==> src/rtl/bcd_to_7segment.sv <==
// Registered BCD-to-seven-segment decoder for one display digit.
// Segment order is {a,b,c,d,e,f,g}; ACTIVE_LOW inverts the segments only, never err.
module bcd_to_7segment #(
    parameter bit ACTIVE_LOW = 1'b0
) (
    input  logic clk,
    input  logic rst,
    input  logic A,
    input  logic B,
    input  logic C,
    input  logic D,
    output logic a,
    output logic b,
    output logic c,
    output logic d,
    output logic e,
    output logic f,
    output logic g,
    output logic err
);

    // XOR mask that turns an active-high segment pattern into the pad polarity.
    localparam logic [6:0] POL_MASK = {7{ACTIVE_LOW}};

    logic [3:0] bcd;
    logic [6:0] seg_raw;
    logic [6:0] seg_d, seg_q;
    logic       err_d, err_q;

    assign bcd = {A, B, C, D};

    always_comb begin
        // NOTE: defaults first so every path assigns every output; no latch can be inferred.
        seg_raw = 7'b0000000;
        err_d   = 1'b0;
        case (bcd)
            4'd0:    seg_raw = 7'b1111110;
            4'd1:    seg_raw = 7'b0110000;
            4'd2:    seg_raw = 7'b1101101;
            4'd3:    seg_raw = 7'b1111001;
            4'd4:    seg_raw = 7'b0110011;
            4'd5:    seg_raw = 7'b1011011;
            4'd6:    seg_raw = 7'b1011111;
            4'd7:    seg_raw = 7'b1110000;
            4'd8:    seg_raw = 7'b1111111;
            4'd9:    seg_raw = 7'b1111011;
            default: err_d   = 1'b1;
        endcase
        seg_d = seg_raw ^ POL_MASK;
    end

    always_ff @(posedge clk) begin
        // NOTE: non-blocking assignments so all flops update from pre-edge values.
        if (rst) begin
            seg_q <= POL_MASK;
            err_q <= 1'b0;
        end else begin
            seg_q <= seg_d;
            err_q <= err_d;
        end
    end

    assign {a, b, c, d, e, f, g} = seg_q;
    assign err = err_q;

endmodule

==> config.mk <==
export PLATFORM = sky130hd
export DESIGN_NAME = bcd_to_7segment
export DESIGN_NICKNAME = d
export VERILOG_FILES = /design/src/rtl/bcd_to_7segment.sv
export SDC_FILE = /design/constraint.sdc
export NUM_CORES = 1
export LEC_CHECK = 0
export ABC_AREA = 1
export CORE_UTILIZATION = 25
export CTS_CLUSTER_SIZE = 20
export DETAILED_ROUTE_END_ITERATION = 6
export HOLD_SLACK_MARGIN = 0.12
export PLACE_DENSITY = 0.52
export SETUP_SLACK_MARGIN = 0.4
export SYNTH_ARGS = -nofsm -noshare
export SYNTH_HDL_FRONTEND = slang
export SYNTH_SLANG_ARGS = --single-unit
==> constraint.sdc <==
create_clock -name clk -period 1.2 [get_ports clk]
set_input_delay 0.24 -clock clk [delete_from_list [all_inputs] [get_ports clk]]
set_output_delay 0.24 -clock clk [all_outputs]
set_load 0.005 [all_outputs]
==> results of run 1 <==
-- placed cells by master (no fill, tap or decap), types with 2 or more instances in the layout --
master    count
dfxtp_2       2
inv_2         3
clkbuf_2      2
nand3_1       2
nor2_4        2
buf_2         9
buf_4         6
nand2_1      11
nor2_1       10
clkbuf_4      3
dfxtp_1       6
-- metrics by stage --
step / instances / instance area, µm² / setup WS, ps / utilization, % / setup TNS [ps]
final: 81 / 503.0 / 295.0 / 42.95 / 0
after global placement: 77 / 514.2 / -159.9 / 43.91 / -1014
after global routing: 81 / 503.0 / 269.2 / 42.95 / 0
after detailed placement: 77 / 514.2 / -157.4 / 43.91 / -1026
after floorplan: 45 / 329.1 / 465.9 / - / 0
after CTS: 80 / 505.5 / 280.6 / 43.16 / 0
-- registers in the layout, indices dropped and copies added, names as in the netlist --
| signal | count |
|---|---|
| seg_q | 7 |
| err | 1 |
-- path summary, 6_finish.rpt --
path	to	slack, ps	depth (start not counted)
setup / recovery	g	290	1
hold / removal	seg_q[5]	270	2
-- power breakdown --
| group | internal, mW | switching, mW | total (mW) |
|---|---|---|---|
| clock network | 0.114 | 0.0794 | 0.193 |
| registers | 0.285 | 0.00378 | 0.289 |
| logic | 0.0522 | 0.0550 | 0.107 |
-- cell families after synthesis --
logic type / share of synthesized area (%)
simple gates: 36.88
flops: 48.67
xor+xnor: 2.662
buf+inv: 4.561
compound gates: 7.223
-- area by class of cell --
cell class / count / area [µm²] / area share (%)
timing repair buffer: 19 / 120.1 / 23.88
multi-input combinational: 33 / 165.2 / 32.84
sequential: 8 / 162.7 / 32.34
tap: 14 / 17.52 / 3.483
inverter: 4 / 15.01 / 2.985
clock buffer: 3 / 22.52 / 4.478
-- metal layers --
metal	global-route usage, %	part of all wire (%)	vias up
met3	3.488	5.2	2
met1	13.93	44	135
met4	13.39	2.0	0
li1	-	-	189
met2	19.07	48	11
met5	0	0	-
-- timing repair --
| action | 4_1_cts | 5_1_grt |
|---|---|---|
| pin swaps | 0 | 1 |
| endpoints found under the setup margin | 16 | 16 |
| endpoints found under the hold margin | 0 | 0 |
| resized for setup | 44 | 10 |
| buffers inserted | 0 | 1 |
| hold buffers | 0 | 0 |
==> flow_metrics.py, run 1 <==
metrics = {
    "status": {
        "status": "completed",
    },
    "setup_path": {
        "worst_setup_path_end_kind": "output pin",
        "worst-path-buf-inv": 1,
        "cp_data_arrival_time_ps": 670,
        "cpPeakStageDelay_ps": 310,
        "path_max_fanout": 1,
        "critPathLaunch": "seg_q[0]",
        "crit_type": "reg2out",
        "crit_family": "flip-flops",
        "path_cells": "buf_2",
        "start_kind": "register",
        "cp_data_required_time_ps": 960,
        "slowest_stage": "dfxtp_2",
    },
    "route": {
        "initialDrtViolationCount": 5,
        "vias": 337,
        "first_pass_iters": 3,
        "wl_um": 658,
        "routed_via_density": 4.160,
        "drt.antenna.violating_nets": 0,
        "drcViolationCount": 0,
        "wire_per_inst_um": 8.123,
    },
    "timing": {
        "hold_viol_final": 0,
        "drv_slew": 0,
        "grt_setup_unrepaired": "yes",
        "relSlewSlack_pct": 89.38,
        "fmax_mhz": 1105,
        "setup_violations": 0,
        "holdWs_ps": 269.1,
        "period_minus_slack_ps": 905.0,
        "period_share_pct": 75.42,
        "tightest_slew_ps": 157.7,
    },
    "min_path": {
        "hp-start": "B",
        "min_path_type": "in2reg",
    },
    "yosys": {
        "syn-cell-area_um2": 329.1,
        "synth_nets": 51,
        "synthCells": 45,
        "ys_seq_elements": 8,
        "ys_seq_area_share_pct": 48.67,
        "synth_area_leaders": "dfxtp_1, nand2_1, nor2_1",
        "synth_cell_types": 14,
        "yosys_warnings": 0,
        "syn_avg_cell_area_um2": 7.313,
        "synth.top_cell.area_share_pct": 48.67,
        "synth.most_common_cell": "nand2_1",
        "async_reset_ff_share_pct": 0,
        "synth_top_cell_by_area": "dfxtp_1",
        "synth-main-ff-cell": "dfxtp_1",
        "synth_edf_count": 0,
        "synth_common_cells": "nand2_1, nor2_1, dfxtp_1",
    },
    "cells_and_area": {
        "antenna_cells": 0,
        "layout-drive-gt1-share_pct": 46.27,
        "fill_cells": 136,
        "syn_to_final_growth_pct": 52.85,
        "nets": 75,
    },
    "cts": {
        "clockBufferDepth": 2,
        "cts_buffers": 3,
        "clock-root-buffer": "clkbuf_4",
        "cts.clk_slew.worst_paths_ps": 50,
        "clkSinkCount": 8,
        "htreeDepth": 1,
        "tritoncts": "done",
    },
    "placed_design": {
        "io_buffer_count": 13,
        "gp_congestion": 0.7154,
        "hpwl_um": 536.4,
    },
    "floorplan": {
        "core_area_um2": 1171,
        "initial_core_util_pct": 28.10,
        "num_rows": 12,
        "dieArea_um2": 1465,
        "ios": 14,
        "die-height_um": 38.28,
        "die_width_um": 38.28,
    },
    "power_and_ir_drop": {
        "p_per_area_nw_per_um2": 1171,
        "finalPower_mw": 0.5889,
        "peakVddDrop_mv": 0.4114,
        "leakage_nw": 0.2742,
    },
    "global_route": {
        "grt_max_degree": 6,
        "grt.overflow.total": 0,
        "grt_pass1_vias": 319,
        "track_usage_pct": 12.80,
        "grt_antenna_before_repair": 0,
        "grt_pass1_wl_um": 1207,
    },
    "run": {
        "drv_cap": 0,
    },
}
Power figures use the tool's default switching activity.
==> inputs of run 2 (changes only) <==
==> constraint.sdc (replaced) <==
create_clock -name clk -period 0.9 [get_ports clk]
set_input_delay 0.18 -clock clk [delete_from_list [all_inputs] [get_ports clk]]
set_output_delay 0.18 -clock clk [all_outputs]
set_load 0.005 [all_outputs]
==> run 2 against run 1 <==
  * Die area stayed put
  * Sequential share of layout area decreased by 7.6 points
  * Cell area rose by 29%
  * Largest power group unchanged
  * Non-clock buffer count increased by 3
  * Setup slack got worse by 230 ps
  * Critical endpoint is now f
  * First-iteration DRC count decreased by 40%
  * Total power grew 47%
  * Final cell count up 3.7%
  * Count of clock-buffer cells in the layout is the same
  * Hold slack got worse by 43 ps
  * Largest cell class unchanged
  * Global-route usage increased by 0.24 points
==> flow_metrics.py, run 2 (synthesis results as in run 1) <==
metrics = {
    "status": {
        "status": "completed",
    },
    "cells_and_area": {
        "fill_cells": 127,
        "syn_to_final_growth_pct": 96.96,
        "final_common_cell": "buf_2",
        "layout-drive-gt1-share_pct": 64.29,
        "largest_reg_flops": 7,
        "largest_register": "seg_q",
        "antenna_cells": 0,
        "final_cell_mix": "buf_2, dfxtp_1, nor2_1, buf_6, nand2_1",
        "nets": 78,
        "stdcell_count": 84,
    },
    "placed_design": {
        "hpwl_um": 530.4,
        "place_ws_ps": -436.5,
        "io_buffer_count": 13,
        "placed_cells": 78,
        "gp_congestion": 0.7623,
    },
    "setup_path": {
        "crit_family": "flip-flops",
        "slowest_stage": "dfxtp_1",
        "start_kind": "register",
        "cp_data_required_time_ps": 720,
        "cpPeakStageDelay_ps": 290,
        "path_cells": "buf_2",
        "crit_type": "reg2out",
        "cp_data_arrival_time_ps": 650,
        "worst-path-buf-inv": 1,
        "path_max_fanout": 1,
        "worst_setup_path_end_kind": "output pin",
    },
    "cts": {
        "clock-root-buffer": "clkbuf_4",
        "tritoncts": "done",
        "clockBufferDepth": 2,
        "clkSinkCount": 8,
        "cts_hold_buf": 0,
        "cts.clk_slew.worst_paths_ps": 50,
        "htreeDepth": 1,
        "cts_buffers": 3,
    },
    "power_and_ir_drop": {
        "leakage_nw": 0.3236,
        "switching_share_pct": 25.80,
        "peakVddDrop_mv": 0.4547,
        "p_int_mw": 0.6436,
        "seqPwrFrac_pct": 44.1,
        "p_sw_mw": 0.2237,
        "pwr-share-clk_pct": 30.2,
        "power_frac_comb_pct": 25.7,
        "p_per_area_nw_per_um2": 1338,
    },
    "timing": {
        "tightest_slew_ps": 194.9,
        "hold_viol_final": 0,
        "holdWs_ps": 226.6,
        "fmax_mhz": 1204,
        "relSlewSlack_pct": 86.98,
        "setup_violations": 0,
        "grt_setup_unrepaired": "yes",
        "period_share_pct": 92.28,
        "period_minus_slack_ps": 830.5,
        "setup_ws_ps": 69.47,
        "drv_slew": 0,
    },
    "global_route": {
        "grt.overflow.total": 0,
        "grt_pass1_wl_um": 1276,
        "track_usage_pct": 13.05,
        "grt_antenna_before_repair": 0,
        "grt_pass1_vias": 315,
        "grt_max_degree": 6,
    },
    "route": {
        "drt.antenna.violating_nets": 0,
        "first_pass_iters": 2,
        "routed_via_density": 4.369,
        "wl_um": 787,
        "drcViolationCount": 0,
        "initialDrtViolationCount": 3,
        "wire_per_inst_um": 9.369,
        "vias": 367,
    },
    "floorplan": {
        "ios": 14,
        "num_rows": 12,
        "die_width_um": 38.28,
        "initial_core_util_pct": 28.10,
        "dieArea_um2": 1465,
        "die-height_um": 38.28,
        "core_area_um2": 1171,
    },
    "run": {
        "drv_cap": 0,
    },
    "min_path": {
        "min_path_type": "in2reg",
    },
}
## run 2: metrics by stage
stage / utilization (%) / setup TNS [ps] / instance area [µm²] / power (mW)
final: 55.34 / 0 / 648.1 / 0.8673
after detailed placement: 49.79 / -3509 / 583.1 / 0.5942
after CTS: 53.10 / 0 / 621.8 / 0.8631
after floorplan: - / 0 / 377.9 / 0.4676
after global routing: 55.34 / 0 / 648.1 / 0.9188
after global placement: 49.79 / -3473 / 583.1 / 0.5943
## run 2: what timing repair did
action | 4_1_cts | 5_1_grt
buffers inserted | 2 | 1
endpoints found under the setup margin | 16 | 16
gates resized for setup | 66 | 6
pin swaps | 17 | 9
## run 2: path summary, 6_finish.rpt
check | from | endpoint | slack (ps) | cells past startpoint
worst max-delay path | seg_q[1] | f | 70 | 1
worst min-delay path | B | seg_q[5] | 230 | 2
## run 2: final cells by class
cell class | count | area, µm² | share of cell area, %
repair buffers | 22 | 181.4 | 27.99
well taps | 14 | 17.52 | 2.703
clock buffers | 3 | 22.52 | 3.475
multi-input cells | 33 | 220.2 | 33.98
inverters | 4 | 46.29 | 7.143
flip-flops and latches | 8 | 160.2 | 24.71
## run 2: power groups by stage
stage,clock network (mW),registers [mW],logic [mW]
floorplan,0,0.395,0.0721
global placement,0,0.391,0.203
detailed placement,0,0.392,0.203
CTS,0.272,0.383,0.208
global route,0.294,0.384,0.241
finish,0.262,0.383,0.223
## run 2: metal layers
metal | wire, µm | track usage, % | vias up
met2 | 387 | 21.19 | 13
met5 | 0 | 0 | -
met4 | 20 | 8.036 | 0
met1 | 338 | 15.00 | 158
li1 | - | - | 194
met3 | 40 | 3.488 | 2
